[src/rtl/fsm_remainder_pkg.sv]
// rtl/fsm_remainder_pkg.sv - shared types, constants and width helper for the serial remainder FSM
// Contents:
//   mode_e        : bit-order mode encoding (MODE_MSB_FIRST=0, MODE_LSB_FIRST=1)
//   BIT_COUNT_MAX : saturation value of the optional accepted-bit counter
//   rem_width()   : remainder width, max(1, clog2(divisor))
package fsm_remainder_pkg;

  typedef enum logic {
    MODE_MSB_FIRST = 1'b0,
    MODE_LSB_FIRST = 1'b1
  } mode_e;

  localparam logic [15:0] BIT_COUNT_MAX = 16'hFFFF;

  function automatic int rem_width(input int divisor);
    int w;
    w = $clog2(divisor);
    if (w < 1) w = 1;
    return w;
  endfunction

endpackage

[src/rtl/mod_add_reduce.sv]
// rtl/mod_add_reduce.sv - combinational (a + b + cin) mod DIVISOR with a single conditional subtract
// Parameters:
//   DIVISOR : modulus
//   W       : operand width
// Ports:
//   a_i   [W-1:0] : first operand, expected < DIVISOR
//   b_i   [W-1:0] : second operand, expected < DIVISOR
//   cin_i         : extra unit added to the sum
//   sum_o [W-1:0] : reduced result, always < DIVISOR
module mod_add_reduce #(
  parameter int DIVISOR = 3,
  parameter int W       = 2
) (
  input  logic [W-1:0] a_i,
  input  logic [W-1:0] b_i,
  input  logic         cin_i,
  output logic [W-1:0] sum_o
);

  localparam logic [W:0] MOD = (W+1)'(DIVISOR);

  // With both operands below DIVISOR the raw sum is at most 2*DIVISOR-1,
  // so one subtract always lands back in range.
  logic [W:0] raw;

  assign raw = {1'b0, a_i} + {1'b0, b_i} + {{W{1'b0}}, cin_i};

  always_comb begin
    sum_o = raw[W-1:0];
    if (raw >= MOD) sum_o = W'(raw - MOD);
  end

endmodule

[src/rtl/fsm_remainder_param.sv]
// rtl/fsm_remainder_param.sv - running remainder of a serial bit stream modulo DIVISOR
// Optional feature macro: FSM_REMAINDER_BIT_COUNT_EN adds the bit_count output.
// Parameters:
//   DIVISOR            : modulus, 2..255
//   FROM_RIGHT_DEFAULT : bit order after reset (1 = LSB first, 0 = MSB first)
// Ports:
//   clk        : clock, rising edge
//   rst        : asynchronous active-high reset
//   clear      : synchronous stream restart, wins over valid
//   from_right : bit order, sampled only while clear=1
//   valid      : qualifies new_bit
//   new_bit    : next stream bit
//   rem        : registered remainder of the accepted stream
//   bit_count  : accepted bits, saturating (only with FSM_REMAINDER_BIT_COUNT_EN)
//   divisible  : rem == 0
module fsm_remainder_param
  import fsm_remainder_pkg::*;
#(
  parameter int  DIVISOR            = 3,
  parameter bit  FROM_RIGHT_DEFAULT = 1'b1,
  localparam int W                  = rem_width(DIVISOR)
) (
  input  logic         clk,
  input  logic         rst,
  input  logic         clear,
  input  logic         from_right,
  input  logic         valid,
  input  logic         new_bit,
  output logic [W-1:0] rem,
`ifdef FSM_REMAINDER_BIT_COUNT_EN
  output logic [15:0]  bit_count,
`endif
  output logic         divisible
);

  localparam logic [W:0]   DIV_EXT = (W+1)'(DIVISOR);
  localparam logic [W-1:0] ONE     = W'(1);

  logic [W-1:0] rem_q, rem_d;
  logic [W-1:0] weight_q, weight_d;
  mode_e        mode_q, mode_d;

  logic [W-1:0] rem_op, weight_op;
  logic [W-1:0] addend;
  logic         carry_in;
  logic [W-1:0] rem_sum, weight_sum;

  // Codes at or above DIVISOR cannot be reached; treating them as 0 means
  // the next accepted bit pulls the state back into range.
  assign rem_op    = ({1'b0, rem_q}    < DIV_EXT) ? rem_q    : '0;
  assign weight_op = ({1'b0, weight_q} < DIV_EXT) ? weight_q : '0;

  // MSB first: rem + rem + bit = 2*rem + bit.
  // LSB first: rem + (bit ? weight : 0).
  always_comb begin
    addend   = '0;
    carry_in = 1'b0;
    if (mode_q == MODE_MSB_FIRST) begin
      addend   = rem_op;
      carry_in = new_bit;
    end else if (new_bit) begin
      addend = weight_op;
    end
  end

  mod_add_reduce #(.DIVISOR(DIVISOR), .W(W)) u_rem_reduce (
    .a_i   (rem_op),
    .b_i   (addend),
    .cin_i (carry_in),
    .sum_o (rem_sum)
  );

  // weight doubles modulo DIVISOR, walking the cycle of 2^k mod DIVISOR
  mod_add_reduce #(.DIVISOR(DIVISOR), .W(W)) u_weight_reduce (
    .a_i   (weight_op),
    .b_i   (weight_op),
    .cin_i (1'b0),
    .sum_o (weight_sum)
  );

  always_comb begin
    rem_d    = rem_q;
    weight_d = weight_q;
    mode_d   = mode_q;
    if (clear) begin
      rem_d    = '0;
      weight_d = ONE;
      mode_d   = mode_e'(from_right);
    end else if (valid) begin
      rem_d = rem_sum;
      if (mode_q == MODE_LSB_FIRST) weight_d = weight_sum;
    end
  end

  always_ff @(posedge clk or posedge rst) begin
    if (rst) begin
      rem_q    <= '0;
      weight_q <= ONE;
      mode_q   <= mode_e'(FROM_RIGHT_DEFAULT);
    end else begin
      rem_q    <= rem_d;
      weight_q <= weight_d;
      mode_q   <= mode_d;
    end
  end

  assign rem       = rem_q;
  assign divisible = (rem_q == '0);

`ifdef FSM_REMAINDER_BIT_COUNT_EN
  logic [15:0] bit_count_q, bit_count_d;

  always_comb begin
    bit_count_d = bit_count_q;
    if (clear) begin
      bit_count_d = '0;
    end else if (valid && (bit_count_q != BIT_COUNT_MAX)) begin
      bit_count_d = bit_count_q + 16'd1;
    end
  end

  always_ff @(posedge clk or posedge rst) begin
    if (rst) bit_count_q <= '0;
    else     bit_count_q <= bit_count_d;
  end

  assign bit_count = bit_count_q;
`else
  // no accepted-bit counter in this build
`endif

endmodule

[config.mk]
export PLATFORM = sky130hd
export DESIGN_NAME = fsm_remainder_param
export DESIGN_NICKNAME = d
export VERILOG_FILES = /design/src/rtl/fsm_remainder_pkg.sv /design/src/rtl/mod_add_reduce.sv /design/src/rtl/fsm_remainder_param.sv
export SDC_FILE = /design/constraint.sdc
export NUM_CORES = 1
export LEC_CHECK = 0
export BUFFER_PORTS_ARGS = -buffer_cell sky130_fd_sc_hd__buf_2
export CAP_MARGIN = 15
export CORE_MARGIN = 3
export CORE_UTILIZATION = 35
export DETAILED_ROUTE_END_ITERATION = 10
export PLACE_DENSITY_LB_ADDON = 0.1
export SETUP_SLACK_MARGIN = 0.2
export SYNTH_ARGS = -nofsm -noshare
export SYNTH_HDL_FRONTEND = slang
export SYNTH_HIERARCHICAL = 1
export SYNTH_SLANG_ARGS = --single-unit
[constraint.sdc]
create_clock -name clk -period 6.4 [get_ports clk]
set_clock_uncertainty 0.15 [all_clocks]
set_input_delay 0.96 -clock clk [delete_from_list [all_inputs] [get_ports clk]]
set_output_delay 0.96 -clock clk [all_outputs]
set_load 0.02 [all_outputs]
== After elaboration in Yosys (flattened, before gate mapping) ==
Cells that the tools add are included.
Storage, ports and cells
  flip-flop bits (word level): 5
  word-level logic and storage cells: 28
  bits of input ports: 6
Operators by class
  $add $sub $neg: 5
  order comparisons: 4
  reduce and logical (&&, ||, !) cells: 4
  muxes and demuxes: 12
Operators by type and width (count)
  $mux 2: 11
  $add 2x2->3: 2
  $ge 3x2->1 const B: 2
  $lt 2x2->1 const B: 2
  $reduce_bool 2->1: 2
  $sub 2x2->2 const B: 2
  $add 3x1->3: 1
  $logic_not 2->1: 1
  $reduce_and 2->1: 1
  $mux 1: 1

== Depth between registers and ports, before layout ==
Gate-level depths: netlist (run 1).
  word-level depth: 10
  mapped depth: 10

== By module ==
The synthesis (run 1) kept the hierarchy.
Modules (own cells, without submodules)
  fsm_remainder_param: instances 1, seq. area each 127.6 µm², area an instance 304.0 µm², cells an instance 29
  mod_add_reduce: instances 2, seq. area each 0.0 µm², area an instance 85.1 µm², cells an instance 7

== Worst setup path before layout (run 1) ==
No wires, ideal clock.
  path type: input port to flip-flop
  start point: input port new_bit
  end point: register rem_q[1], in the netlist rem[1]
  buffers on the path: 0
  stages: 8
  arrival: 2851 ps
  path slack: 3280 ps
  required time: 6131 ps
  path through: a31o_2 > fa_1 > fa_1 > ha_1 > or3_4 > o21a_1 > mux2i_1 > nor2_1
Between the ends
  word-level cells in the longest chain between the ends: 8
RTL lines
  start, declared: RTL line fsm_remainder_param.sv:28  | input logic new_bit,
  $mux 2: RTL line fsm_remainder_param.sv:61  | end else if (new_bit) begin
  $mux 2: RTL line fsm_remainder_param.sv:58  | if (mode_q == MODE_MSB_FIRST) begin
  $add 2x2->3: RTL line mod_add_reduce.sv:26  | assign raw = {1'b0, a_i} + {1'b0, b_i} + {{W{1'b0}}, cin_i};
  $add 3x1->3 *: RTL line mod_add_reduce.sv:26
  $ge 3x2->1 or $sub 2x2->2 (tied branches): RTL line mod_add_reduce.sv:30  | if (raw >= MOD) sum_o = W'(raw - MOD);
  $mux 2 *: RTL line mod_add_reduce.sv:30
  net rem_sum[1]: RTL line fsm_remainder_param.sv:46  | logic [W-1:0] rem_sum, weight_sum;
  $mux 2 *: RTL line fsm_remainder_param.sv:89  | end else if (valid) begin
  $mux 2 *: RTL line fsm_remainder_param.sv:85  | if (clear) begin
  end signal, assigned: RTL line fsm_remainder_param.sv:101  | rem_q <= rem_d;
  end, declared: RTL line fsm_remainder_param.sv:39  | logic [W-1:0] rem_q, rem_d;
Mark *: on every way through the listed nets, which the timed path passes. The rest lies on a longest branch. The select of a mux whose other input is x is not followed.
A chain may end at the register's enable or synchronous reset.

== Worst setup path in the final report (run 1) ==
  start point: input port new_bit
  end point: register rem_q[1], in the netlist rem[1]
Between the ends
  word-level cells in the longest chain between the ends: 8
RTL lines
  $mux 2 *: RTL line fsm_remainder_param.sv:61
  $mux 2 *: RTL line fsm_remainder_param.sv:58
  net addend[0]: RTL line fsm_remainder_param.sv:44  | logic [W-1:0] addend;
  $add 2x2->3 *: RTL line mod_add_reduce.sv:26
  $add 3x1->3 *: RTL line mod_add_reduce.sv:26
  $ge 3x2->1 or $sub 2x2->2 (tied branches): RTL line mod_add_reduce.sv:30
  $mux 2 *: RTL line mod_add_reduce.sv:30
  net rem_sum[1]: RTL line fsm_remainder_param.sv:46
  $mux 2 *: RTL line fsm_remainder_param.sv:89
  $mux 2 *: RTL line fsm_remainder_param.sv:85
Marks and branches as above.

==> impl_metrics.toml, run 1 <==
[timing]
setup_viol = 0
fin_crit_ns = 3.108
setup_tns_ns = 0
max_freq_mhz = 321.7
whs_ns = 0.4480
slew_viol_final = 0
grt_setup_unrepaired = "false"
final_hold_viol_count = 0
period_share = 0.4857

[yosys]
yosysUniqueCellTypes = 24
yosysSeqAreaShare = 0.2691
ys.warnings.count = 6
syn_area_per_cell_um2 = 11.03
netlist_instances = 43
syn_area_um2 = 474.2
ys_ff_latch = 5
synth_nets = 55

[route]
drtIter0Drc = 2
vias = 336
drc_errors = 0
first_pass_iters = 2
wl_per_cell_um = 13.16
vias_per_cell = 5.015
wl_um = 882
drtAntennaViolNets = 0

[clock_tree]
clock-sinks = 5
numCtsBuffers = 3
post_cts_resized = 0
clk_pin_slew_worst_paths_ns = 0.04
ctsLongestPathBuffers = 2
clock-root-buffer = "clkbuf_4"
cts_setup_buffers = 0
cts_tree = "yes"
htreeDepth = 1
cts.hold.buffers_added = 0
worstSkewPairLatency_ns = 0.24

[placed_design]
port_buffers = 8
dp_cells = 63
gp_congestion = 0.7083
dp_hpwl_um = 745.1

[worst_setup_path]
crit_type = "in -> reg"
timing.rr.start = "mode_q"
critical_path_required_ns = 6.38
start_kind = "input port"
reg2regPathDepth = 9
r2r_slack_ns = 3.40
path_max_fanout = 3
rr_endpoint = "rem[1]"
endpoint_kind = "flip-flop"
critPathArrivalTime_ns = 3.09

[global_route]
grt_pass1_vias = 356
grt_max_degree = 11
grt-ovfl-total = 0
grt_antenna_before_repair = 0
grt_first_pass_wirelength_um = 1524
grt.total_usage = 0.1139

[floorplanning]
core_area_um2 = 1186
initial_core_util = 0.3998
die-area_um2 = 1833
io_pins = 9
core.rowCount = 12
die_h_um = 42.81
die_w_um = 42.81

[pwr]
p_per_area_nw_per_um2 = 569.6
p_leak_nw = 0.2454
irDropWorstVdd_uv = 200.7

[final_layout]
fillers = 126
n_antenna_cell = 0
final_cell_mix = "8 x buf_2, 4 x nor2b_1, 4 x fa_1"
layout_commonest_cell = "buf_2"
drive_gt1_frac = 0.4151
syn_to_final_growth_pct = 13.72
nets = 66
instances_no_fill = 67

[flow_run]
cap_violations = 0

[worst_hold_path]
hold_class = "in -> async"

[outcome]
status = "finished, final reports clean"
-- state kept, by name (all words and copies together) (netlist names) --
name,count
rem,2
mode_q,1
weight_q,2
-- metal layers --
layer | part of all wire | wire length [um] | GRT usage | vias up
li1 | - | - | - | 170
met1 | 0.42 | 370 | 0.1337 | 155
met2 | 0.52 | 456 | 0.1796 | 8
met3 | 0.033 | 29 | 0.02966 | 3
met4 | 0.028 | 25 | 0.07453 | 0
met5 | 0 | 0 | 0 | -
-- critical path: stages --
cell and delay (ns):
buf_2 0.11, a31o_2 0.21, fa_1 0.40, fa_1 0.47
ha_1 0.23, or3_4 0.40, o21a_1 0.12, mux2i_1 0.14
nor2_1 0.05
-- how the worst max path moves through the flow --
stage            start      to  slack [ns]  cells after the start
4_1_cts        new_bit  rem[1]        3.29                      9
3_3_place_gp   new_bit  rem[1]        3.11                      9
3_5_place_dp   new_bit  rem[1]        3.01                      9
2_1_floorplan  new_bit  rem[1]        3.28                      8
5_1_grt        new_bit  rem[1]        3.22                      9
6_report       new_bit  rem[1]        3.29                      9
-- area by class of cell --
type | instances | area (um2) | area share
clock buffers | 4 | 26.28 | 0.04872
repair buffers | 8 | 40.04 | 0.07425
well taps | 14 | 17.52 | 0.03248
inverters | 1 | 3.754 | 0.006961
flip-flops and latches | 5 | 127.6 | 0.2367
multi-input cells | 35 | 324.1 | 0.6009
-- cell usage after synthesis --
cell type  n  area [um2]
a21oi_1    1       5.000
inv_1      1       3.750
dfstp_2    2       52.55
o21a_1     2       15.01
a21boi_2   1       11.26
nand3_1    1       5.000
or3_4      2       22.52
mux2_2     1       11.26
a21oi_2    2       17.52
conb_1     1       3.750
buf_6      1       11.26
nor2b_1    4       25.02
fa_1       4       80.08
nor3b_1    2       15.01
a311o_1    1       10.01
a21bo_1    1       10.01
dfrtp_1    3       75.07
a31o_2     2       17.52
and2b_2    1       8.760
buf_4      1       7.510
mux2i_1    2       20.02
nor3_1     2       10.01
nor2_1     3       11.26
ha_1       2       25.02
-- cells by family after synthesis --
logic type | count (synthesis) | synth area share
AND/OR/NAND/NOR | 15 | 0.2058
multiplexers | 3 | 0.06596
buffers and inverters | 3 | 0.04749
other | 1 | 0.007908
adder cells (fa/ha/maj) | 6 | 0.2216
flip-flops | 5 | 0.2691
AO/OA/AOI/OAI | 10 | 0.1821
-- per-stage QoR --
step	utilization	setup slack, ns	power [W]	instance area, um2
final	0.4546	3.292	0.0003072	539.3
after global routing	0.4546	3.221	0.0003404	539.3
after CTS	0.4546	3.291	0.0003077	539.3
after detailed placement	0.4325	3.012	0.0002706	513.0
after global placement	0.4325	3.110	0.0002505	513.0
after floorplan	-	3.280	0.0002229	474.2
-- where the power goes --
| group | leakage [nW] | internal [W] | switching (W) | total [W] |
|---|---|---|---|---|
| sequential | 0.0618 | 0.0000428 | 0.0000133 | 0.0000561 |
| clock | 0.0150 | 0.0000236 | 0.0000129 | 0.0000364 |
| combinational | 0.169 | 0.000103 | 0.000111 | 0.000215 |
No activity file was read; power rests on OpenSTA's default activity.
==> run 2, diff against run 1 <==
Settings changed: ABC_AREA set to 1.
Clock period 6.4 ns to 2.7 ns, I/O delays scaled along.
==> impl_metrics.toml, run 2 <==
[yosys]
yosysUniqueCellTypes = 19
ys_ff_latch = 5
ys.warnings.count = 6
synth_area_leaders = "fa_1 16%, dfrtp_1 15%, nand2_1 15%"
synthMostInstantiatedCell = "nand2_1"
synth_nets = 83
syn_area_per_cell_um2 = 7.120
synth_edf_count = 0
yosysSeqAreaShare = 0.2525
yosys-top-cells-count = "20 x nand2_1, 11 x inv_1, 7 x nand3_1"
async_flop_share = 1.000
synth_largest_area_cell = "fa_1"
synthFlopType = "dfrtp_1"
syn_area_um2 = 505.5
netlist_instances = 71
synth_top_area_frac = 0.1584

[worst_setup_path]
timing.rr.start = "mode_q"
crit_type = "reg -> reg"
start_kind = "flip-flop"
crit_buf_inv = 1
critical_path_required_ns = 2.67
reg2regPathDepth = 12
path_cells = "inv_2 > nand2_2 > o21ai_2 > fa_2 > fa_1 > ha_2 > nor2_4 > nand2_1 > nand2_1 > nand2_1 > nand3_1 > o21ai_1"
critPathArrivalTime_ns = 2.40
critical-path-top-delay-family = "adder cells"
path_common_cell = "nand2_1"
cpPeakStageDelay_ns = 0.53
path_max_fanout = 3
r2r_slack_ns = 0.28
cpMaxStageDelayCell = "dfstp_2"
rr_endpoint = "rem[1]"
endpoint_kind = "flip-flop"

[final_layout]
n_antenna_cell = 0
nets = 100
layout_commonest_cell = "nand2_1"
final_cell_mix = "17 x nand2_1, 10 x inv_1, 8 x buf_2, 7 x nand3_1"
final_util = 0.4925
syn_to_final_growth_pct = 29.95
drive_gt1_frac = 0.4253

[worst_hold_path]
whs_endpoint = "mode_q"
hold_class = "in -> reg"
hold_depth = 2
hold_path.startpoint = "from_right"

[pwr]
p_per_area_nw_per_um2 = 1189
p_leak_nw = 0.3580
irDropWorstVdd_uv = 479.4

[clock_tree]
ctsLongestPathBuffers = 2
cts_tree = "yes"
clock-sinks = 5
worstSkewPairLatency_ns = 0.24
numCtsBuffers = 3
clk_pin_slew_worst_paths_ns = 0.05
clock-root-buffer = "clkbuf_4"
htreeDepth = 1

[placed_design]
gp_congestion = 0.7811
port_buffers = 8
dp_hpwl_um = 801.2
place_ws_ns = 0.1107

[global_route]
grt_first_pass_wirelength_um = 1628
grt-ovfl-total = 0
grt.total_usage = 0.1169
grt_pass1_vias = 416
grt_use_met1 = 0.1447
grt_most_used_layer = "met2"
grt_max_degree = 8
grt_antenna_before_repair = 0
grt_use_met3 = 0.07884
gr-usage-met2 = 0.1802

[timing]
fin_crit_ns = 2.424
setup_viol = 0
final_hold_viol_count = 0
setup_tns_ns = 0
grt_setup_unrepaired = "true"
slew_viol_final = 0
setup_slack_ns = 0.2759
max_freq_mhz = 412.5
period_share = 0.8978

[floorplanning]
die_h_um = 44.01
die_w_um = 44.01
core.rowCount = 13
io_pins = 9
initial_core_util = 0.3790
core_area_um2 = 1334
die-area_um2 = 1936

[route]
drtAntennaViolNets = 0
vias_per_cell = 4.598
first_pass_iters = 4
drc_errors = 0
drtIter0Drc = 14
vias = 469
wl_um = 968
wl_per_cell_um = 9.490

[flow_run]
cap_violations = 0

[outcome]
status = "finished, final reports clean"
-- run 2: worst max-delay path by stage --
stage | slack, ns | start | endpoint | depth (start not counted)
floorplan | 0.22 | rem[0] | rem[1] | 13
global placement | 0.16 | mode_q | rem[1] | 12
detailed placement | 0.11 | mode_q | rem[1] | 12
CTS | 0.20 | weight_q[1] | weight_q[0] | 13
global route | 0.18 | weight_q[1] | weight_q[0] | 13
finish | 0.28 | mode_q | rem[1] | 12
-- run 2: area by class of cell --
class | count | area [um2]
clock buffer | 4 | 26.28
fill | 141 | 676.9
inverter | 15 | 56.30
multi-input combinational | 51 | 355.3
sequential | 5 | 127.6
tap | 15 | 18.77
timing repair buffer | 12 | 72.57
-- run 2: repair_timing --
action	in CTS	in global routing
buffers inserted	2	1
pin swaps	1	6
hold buffers	1	0
hold endpoints to repair	3	0
gates resized for setup	3	8
endpoints found under the setup margin	2	4
-- run 2: cell families (layout without fill, tap and decap cells) --
logic type / Yosys count / count (layout) / synth area share
AO/OA/AOI/OAI: 8 / 8 / 0.09158
adder cells (fa/ha/maj): 6 / 6 / 0.2079
buffers and inverters: 15 / 31 / 0.1114
flip-flops: 5 / 5 / 0.2525
other: 1 / 1 / 0.007419
AND/OR/NAND/NOR: 36 / 36 / 0.3292
-- run 2: per-stage QoR --
| stage | instances | cell area [um2] | total power (W) | hold slack (ns) |
|---|---|---|---|---|
| after floorplan | 71 | 505.5 | 0.0005062 | 0.03207 |
| after global placement | 94 | 564.3 | 0.0006033 | 0.1628 |
| after detailed placement | 94 | 564.3 | 0.0006023 | 0.1601 |
| after CTS | 101 | 624.3 | 0.0007182 | 0.2286 |
| after global routing | 102 | 656.9 | 0.0008861 | 0.2207 |
| final | 102 | 656.9 | 0.0007808 | 0.2328 |
-- run 2: routing by layer --
layer	routed length [um]	up-vias
li1	-	251
met1	472	209
met2	456	9
met3	39	0
met4	0	0
met5	0	-
-- run 2: power breakdown --
part           leakage, nW  switching, W  internal, W   total, W
logic                0.281      0.000315     0.000251   0.000567
clock network       0.0150     0.0000299    0.0000558  0.0000857
registers           0.0621     0.0000239     0.000104   0.000128
